[config.mk]
export PLATFORM = sky130hd
export DESIGN_NAME = fetch_sequencer
export DESIGN_NICKNAME = d
export VERILOG_FILES = /design/src/rtl/fetch_pkg.sv /design/src/rtl/fetch_fifo.sv /design/src/rtl/fetch_sequencer.sv
export SDC_FILE = /design/constraint.sdc
export NUM_CORES = 1
export LEC_CHECK = 0
export ABC_AREA = 1
export CORE_MARGIN = 2
export CORE_UTILIZATION = 44
export DETAILED_ROUTE_END_ITERATION = 8
export PLACE_DENSITY = 0.83
export REMOVE_ABC_BUFFERS = 1
export SETUP_SLACK_MARGIN = 0.2
export SYNTH_ARGS = -nofsm -noshare
export SYNTH_HDL_FRONTEND = slang
export SYNTH_SLANG_ARGS = --single-unit
[constraint.sdc]
create_clock -name clk -period 1.72 [get_ports clk]
set_clock_uncertainty 0.2 [all_clocks]
set_input_delay 0.172 -clock clk [delete_from_list [all_inputs] [get_ports clk]]
set_output_delay 0.172 -clock clk [all_outputs]
set_load 0.01 [all_outputs]
[src/rtl/fetch_pkg.sv]
// fetch_pkg: shared defaults and state type for the instruction fetch sequencer.
package fetch_pkg;
   localparam int FETCH_ADDR_W = 8;
   localparam int FETCH_INSTR_W = 24;
   localparam logic [FETCH_INSTR_W-1:0] FETCH_HALT_INSTR = 24'hFFFFFF;
   typedef enum logic [1:0] {IDLE, RUN, HALT} fetch_state_t;
endpackage

[src/rtl/fetch_fifo.sv]
// fetch_fifo: two-entry shift buffer; entry 0 is always the head.
module fetch_fifo #(
   parameter int W = 32
) (
   input  logic         clk,
   input  logic         reset,
   input  logic         push,
   input  logic         pop,
   input  logic         flush,
   input  logic [W-1:0] din,
   output logic [1:0]   count,
   output logic [W-1:0] head
);
   logic [W-1:0] e0, e1;
   always_ff @(posedge clk)
      if (reset || flush) count <= '0;
      else count <= count + {1'b0, push & ~pop} - {1'b0, pop & ~push};
   always_ff @(posedge clk)
      if (reset) begin
         e0 <= '0;
         e1 <= '0;
      end else if (!flush) begin
         if (pop) e0 <= (push && count == 2'd1) ? din : e1;
         else if (push && count == 2'd0) e0 <= din;
         if (push && (pop ? count == 2'd2 : count == 2'd1)) e1 <= din;
      end
   // Stale entries are masked so an empty buffer presents zeros downstream.
   assign head = (count != 2'd0) ? e0 : '0;
endmodule

[src/rtl/fetch_sequencer.sv]
// fetch_sequencer: fetches from a combinational instruction memory into a 2-deep decode stream,
// with redirect, halt detection and a registered debug read port that has memory priority.
module fetch_sequencer
   import fetch_pkg::*;
#(
   parameter int ADDR_W = FETCH_ADDR_W,
   parameter int INSTR_W = FETCH_INSTR_W,
   parameter logic [INSTR_W-1:0] HALT_INSTR = FETCH_HALT_INSTR
) (
   input  logic               clk,
   input  logic               reset,
   input  logic               start,
   input  logic [ADDR_W-1:0]  start_pc,
   input  logic               redirect,
   input  logic [ADDR_W-1:0]  redirect_pc,
   output logic [ADDR_W-1:0]  imem_addr,
   input  logic [INSTR_W-1:0] imem_instr,
   output logic               out_valid,
   input  logic               out_ready,
   output logic [INSTR_W-1:0] out_instr,
   output logic [ADDR_W-1:0]  out_pc,
   input  logic               dbg_req,
   input  logic [ADDR_W-1:0]  dbg_addr,
   output logic               dbg_ack,
   output logic [INSTR_W-1:0] dbg_data,
   output logic               halted
);
   fetch_state_t state, next_state;
   logic [ADDR_W-1:0] pc;
   logic [1:0] count;
   logic redir, push, pop;
   always_ff @(posedge clk)
      if (reset) state <= IDLE;
      else state <= next_state;
   always_comb
      next_state = (state == IDLE) ? (start ? RUN : IDLE)
                 : redir ? RUN
                 : (state == RUN) ? ((push && imem_instr == HALT_INSTR) ? HALT : RUN)
                 : (start ? RUN : HALT);
   // Redirect takes the cycle: no push, no pop; debug steals the memory port from fetch.
   always_comb begin
      halted = state == HALT;
      imem_addr = dbg_req ? dbg_addr : pc;
      redir = redirect && state != IDLE;
      pop = out_valid && out_ready && !redir;
      push = state == RUN && !dbg_req && !redir && (!count[1] || pop);
   end
   always_ff @(posedge clk)
      if (reset) pc <= '0;
      else pc <= redir ? redirect_pc
               : (start && state != RUN) ? start_pc
               : push ? pc + 1'b1
               : pc;
   always_ff @(posedge clk)
      if (reset) begin
         dbg_ack <= 1'b0;
         dbg_data <= '0;
      end else begin
         dbg_ack <= dbg_req;
         if (dbg_req) dbg_data <= imem_instr;
      end
   fetch_fifo #(.W(ADDR_W + INSTR_W)) u_fifo (
      .clk   (clk),
      .reset (reset),
      .push  (push),
      .pop   (pop),
      .flush (redir),
      .din   ({pc, imem_instr}),
      .count (count),
      .head  ({out_pc, out_instr})
   );
   assign out_valid = count != 2'd0;
endmodule

=== Word-level counts from Yosys, hierarchy flattened ===
Cells that the tools add are included.

* Bits in latches: 0
* Bits in read-only memories: 0
* Input port bits: 54
* Memories kept: 0
* RAM bits: 0
* Word-level logic and storage cells: 60
* Output and inout port bits: 67
* Bits in registers: 101

* Shift operators: 0
* Div/mod/pow operators: 0
* Bitwise logic cells: 5
* Multiplexer cells: 15
* Reduce and logical (&&, ||, !) cells: 24
* Magnitude comparators: 0
* $add $sub $neg: 3
* Multipliers: 0
* Equality and inequality tests: 6

{| class="wikitable"
|+ Operator list
! kind !! count
|-
| 32-bit 2-to-1 mux || 4
|-
| 8-bit 2-to-1 mux || 4
|-
| 24-bit == test, second input constant || 1
|-
| 1-bit logical AND || 11
|-
| 2-bit 2-to-1 mux || 5
|-
| 8-bit by 1-bit adder with 8-bit output, second input constant || 1
|-
| 2-bit nonzero test || 3
|-
| 2-bit by 1-bit == test with 1-bit output, second input constant || 2
|-
| 2-bit == test, second input constant || 2
|-
| 2-bit logical NOT || 2
|-
| 2-bit AND reduction || 2
|-
| 1-bit logical NOT || 3
|-
| 1-bit inverter || 3
|-
| 3-bit nonzero test || 1
|-
| 2-bit by 1-bit adder with 2-bit output || 1
|-
| 1-bit bitwise AND || 2
|-
| 1-bit logical OR || 2
|-
| 1-bit 2-to-1 mux || 2
|-
| 2-bit by 1-bit != test with 1-bit output, second input constant || 1
|-
| 2-bit by 1-bit subtractor with 2-bit output || 1
|}

=== Logic depth before layout (Yosys ltp) ===
* Depth after elaboration: 11
* Depth in mapped cells: 11
* Depth with buffers taken out: 10

=== Hierarchy ===
A second synthesis with hierarchy kept.

* Cells, all modules: 953
* Area total of the unflattened synthesis: 5793.1 um^2

{| class="wikitable"
|+ By module, submodules not included
! module !! area each (um^2) !! instances !! cells an instance
|-
| fetch_fifo || 3908.7 || 1 || 678
|-
| fetch_sequencer || 1884.3 || 1 || 275
|}

=== Worst setup path after synthesis ===
Ideal clock, no wire load.

* Path type: flip-flop to flip-flop
* From: register u_fifo.count[1]
* To: register u_fifo.count[0]
* Setup time: 0.116 ns
* Period minus slack after synthesis: 1.902 ns
* Required time: 1.404 ns
* Arrival: 1.587 ns
* Slack: -0.182 ns
* Stages on the path, launching flop included: 11
* Buffers on the path: 2
* Cell sequence: dfxtp_1 > buf_4 > nor2_4 > nor2_2 > nand2_2 > a21oi_2 > buf_2 > nand2_1 > inv_1 > ha_1 > and3_1

* Word-level cells in the longest chain between the ends: 8
* Elaborated cells between the ends (all ways): 12
* Classes of those cells: add/sub (2); bitwise (4); reduce/logical (6)

{| class="wikitable"
|+ RTL lines
! what !! line !! source
|-
| start, declared || fetch_fifo.sv:11 || <nowiki>output logic [1:0] count,</nowiki>
|-
| start signal, assigned || fetch_fifo.sv:17 || <nowiki>else count <= count + {1'b0, push & ~pop} - {1'b0, pop & ~push};</nowiki>
|-
| 2-bit nonzero test || fetch_sequencer.sv:72 || <nowiki>assign out_valid = count != 2'd0;</nowiki>
|-
| 1-bit logical AND (2 in series) || fetch_sequencer.sv:45 || <nowiki>pop = out_valid && out_ready && !redir;</nowiki>
|-
| 1-bit logical OR || fetch_sequencer.sv:46 || <nowiki>push = state == RUN && !dbg_req && !redir && (!count[1] || pop);</nowiki>
|-
| 1-bit logical AND || fetch_sequencer.sv:46 ||
|-
| 1-bit bitwise AND / 1-bit inverter (equally long branches) || fetch_fifo.sv:17 ||
|-
| 2-bit by 1-bit adder with 2-bit output / 1-bit bitwise AND (equally long branches) || fetch_fifo.sv:17 ||
|-
| 2-bit by 1-bit subtractor with 2-bit output (*) || fetch_fifo.sv:17 ||
|}

Every way passes the cells marked *; elsewhere a longest branch is shown, timed or not.
A chain may end at the register's enable or synchronous reset.

=== Final worst setup path ===
* From: register u_fifo.count[1]
* To: register u_fifo.e1[28]

* Word-level cells in the longest chain between the ends: 7
* Elaborated cells between the ends (all ways): 11
* Classes of those cells: eq/ne (2); mux (1); reduce/logical (8)

{| class="wikitable"
|+ RTL lines
! what !! line !! source
|-
| 2-bit nonzero test || fetch_sequencer.sv:72 ||
|-
| 1-bit logical AND (2 in series) || fetch_sequencer.sv:45 ||
|-
| 1-bit logical OR || fetch_sequencer.sv:46 ||
|-
| 1-bit logical AND || fetch_sequencer.sv:46 ||
|-
| 1-bit logical AND (*) || fetch_fifo.sv:25 || <nowiki>if (push && (pop ? count == 2'd2 : count == 2'd1)) e1 <= din;</nowiki>
|-
| 2-bit AND reduction (no line) (*) || - ||
|-
| end signal, assigned || fetch_fifo.sv:25 ||
|-
| end, declared || fetch_fifo.sv:14 || <nowiki>logic [W-1:0] e0, e1;</nowiki>
|}

Marks and branches as above.

==> run_results.csv <==
group,metric,value,unit
die,rows,37,
min_path,hold_depth,3,
detailed_routing,wl,22330,µm
die,dieArea,0.01160,mm²
detailed_routing,detailroute.wirelength.met2,10570,µm
min_path,min_delay_worst_endpoint,"u_fifo.e1[17]",
global_route,vias_in_the_first_global_route,5242,
final_layout,layout.cells.most_common_list,"90 x dfxtp_1, 81 x inv_1, 81 x nor2_1",
critical_path,endpoint_kind,"register",
min_path,min_from,"reset",
clock_tree,clk_path_buf_depth,2,
sta,setup_viol,106,
place,place_area,0.006484,mm²
clock_tree,ctsHtreeMaxLevel,3,
sta,final_period_minus_worst_setup_slack,2.035,ns
critical_path,reg2reg_setup_slack,-0.32,ns
final_layout,final_util,81.71,%
synth,synthesis.area,0.004732,mm²
place,dp_hpwl,8983,µm
global_route,antenna_found_initial,0,
outcome,failed_checks,"setup timing",
critical_path,endpoint_required_time_on_the_critical_path,1.76,ns
sta,slew_violations,0,
synth,netlist_instances,715,
synth,yosys_register_bits,101,
critical_path,crit_fanout,8,
power,total_leakage_power,3.449,nW
place,io_buffers,120,
clock_tree,cts_inserted_buffers,9,
detailed_routing,dr.max_layer_used,"met4",
final_layout,layout_cell_share_with_drive_strength_beyond_1,39.63,%
detailed_routing,met3_routed_length,2597,µm
outcome,outcome,"complete, but fails checks",
clock_tree,cts_tree,"done",
detailed_routing,drt_first_iter_violations,731,
clock_tree,cts-root-buf,"clkbuf_8",
global_route,track_usage,26.90,%
final_layout,fillers,552,
power,power_per_cell_area,835.0,mW/mm²
final_layout,diodes,0,
global_route,grt_remaining_overflow,0,
detailed_routing,routedWlPerCell,20.93,µm
detailed_routing,route.antenna.remaining_nets,0,
sta,maxSlewHeadroom,65.37,%
final_layout,design_area_final,0.008473,mm²
place,routabilityCongestion,0.8742,
global_route,grt_max_degree,37,
sta,finalHoldViolations,0,
sta,post-route-worst-setup-slack,-0.3151,ns
detailed_routing,wire_length_on_met1,7658,µm
critical_path,critPathKind,"register to register",
detailed_routing,drc,0,
synth,synth.lib_cells_used.distinct,28,
clock_tree,clock_latency_on_the_worst_skew_pair,0.38,ns
synth,yosysWarningCount,0,
critical_path,ff2ff_path_depth,11,
critical_path,worst-endpoint-arrival,2.07,ns
global_route,grt_first_pass_wirelength,24940,µm
critical_path,regToRegStartpoint,"u_fifo.count[1]",
min_path,min-delay-path-class,"primary input to register",
die,start_util,45.63,%
final_layout,finish.net_count,983,
sta,finalCritPeriodShare,118.3,%
final_layout,layout.cells.most_common,"dfxtp_1",
die,core_region_area,0.01037,mm²
clock_tree,cts.sink_count,101,
synth,synth_sequential_area_ratio,42.73,%
critical_path,regToRegEndpoint,"u_fifo.e1[28]",
clock_tree,clk_pin_slew,0.11,ns
detailed_routing,num_vias,6367,
die,chipHeight,107.7,µm
synth,syn_area_per_cell,6.618,µm²
critical_path,start_kind,"register",
sta,grt_setup_unrepaired,"yes",
sta,worst_max_slew_pin_slew,0.5194,ns
detailed_routing,post_drt_via_cell_ratio,5.967,
final_layout,area_delta_synth_final,79.06,%
die,ioPinCount,121,
power,vdd.ir_drop.worst,0.4537,mV
run,maxCapViolCount,0,
die,fp.dieW,107.7,µm
sta,fmax,491.4,MHz
detailed_routing,firstDrtPassIters,8,
per-stage QoR:
stage | setup WS [ns] | hold slack [ns] | instances | setup TNS, ns | power [W]
finish | -0.3151 | 0.2018 | 1067 | -22.00 | 0.007075
floorplan | -1.329 | 0.04107 | 669 | -78.55 | 0.003334
CTS | -0.1631 | 0.1296 | 1036 | -8.095 | 0.006086
global placement | -0.2892 | 0.2473 | 991 | -16.45 | 0.004088
detailed placement | -0.3408 | 0.2512 | 991 | -21.17 | 0.004119
global route | -0.3358 | 0.2093 | 1067 | -24.53 | 0.007265
layout make-up:
cell class	count	area (µm²)	area share (%)
Multi-Input combinational cell	479	3078	36.33
Timing Repair Buffer	246	2619	30.91
Sequential cell	101	2041	24.08
Inverter	89	344.1	4.061
Tap cell	136	170.2	2.008
Clock buffer	9	123.9	1.462
Clock inverter	7	97.59	1.152
cells by family after synthesis:
| logic type | synth area share [%] |
|---|---|
| buffers and inverters | 11.18 |
| AO/OA/AOI/OAI | 19.80 |
| adder cells (fa/ha/maj) | 0.7933 |
| AND/OR/NAND/NOR | 24.93 |
| XOR/XNOR | 0.5554 |
| flip-flops | 42.73 |
critical path, cell delays in order, from the launching register on:
cell and delay [ns]:
dfxtp_2 0.37, nor2_4 0.05, buf_6 0.12, buf_6 0.11, nor2_4 0.14, nand2_4 0.10
a21oi_4 0.19, buf_6 0.19, nand2_8 0.08, clkbuf_16 0.19, nand2_2 0.07, a21oi_1 0.08
worst max-delay path by stage:
stage,startpoint,to,slack [ns],cells past startpoint
floorplan,u_fifo.count[1],u_fifo.e1[0],-1.33,5
global placement,dbg_req,u_fifo.count[1],-0.29,10
detailed placement,dbg_req,u_fifo.count[1],-0.34,10
CTS,u_fifo.count[0],u_fifo.e1[27],-0.16,9
global route,u_fifo.count[1],u_fifo.e1[28],-0.34,11
finish,u_fifo.count[1],u_fifo.e1[28],-0.32,11
flip-flops by register name, summed over array words and instances (netlist names):
name	count
dbg_ack	1
dbg_data	24
pc	8
state	2
u_fifo.count	2
u_fifo.e0	32
u_fifo.e1	32
repair_timing:
action                     in CTS  in global routing
gates resized for setup       226                277
pin swaps                      15                 45
hold buffers                    0                  0
setup endpoints to repair     143                120
setup buffers                  22                 21
cloned                          7                 10
layer usage:
layer,vias to the layer above,track usage (%)
met3,177,4.903
met5,-,0
li1,2713,-
met4,0,10.90
met1,2911,32.34
met2,566,47.12
power breakdown:
group	switching, W	total (W)	internal, W
clock	0.000938	0.00177	0.000829
combinational	0.00138	0.00263	0.00125
sequential	0.000150	0.00268	0.00253
synthesized netlist by cell type, drive strengths merged:
master	count	share of area [%]
a211oi	1	0.26
a21boi	1	0.16
a21oi	70	7.5
a31oi	1	0.13
and3	2	0.26
buf	19	2.0
clkbuf	27	2.1
dfxtp	101	43
ha	3	0.79
inv	89	7.1
nand2	129	10
nand3	47	5.0
nand4	2	0.26
nor2	107	8.7
o211ai	1	0.16
o21ai	109	12
or2	3	0.40
xnor2	2	0.37
xor2	1	0.19
(Power assumes the default switching activity.)
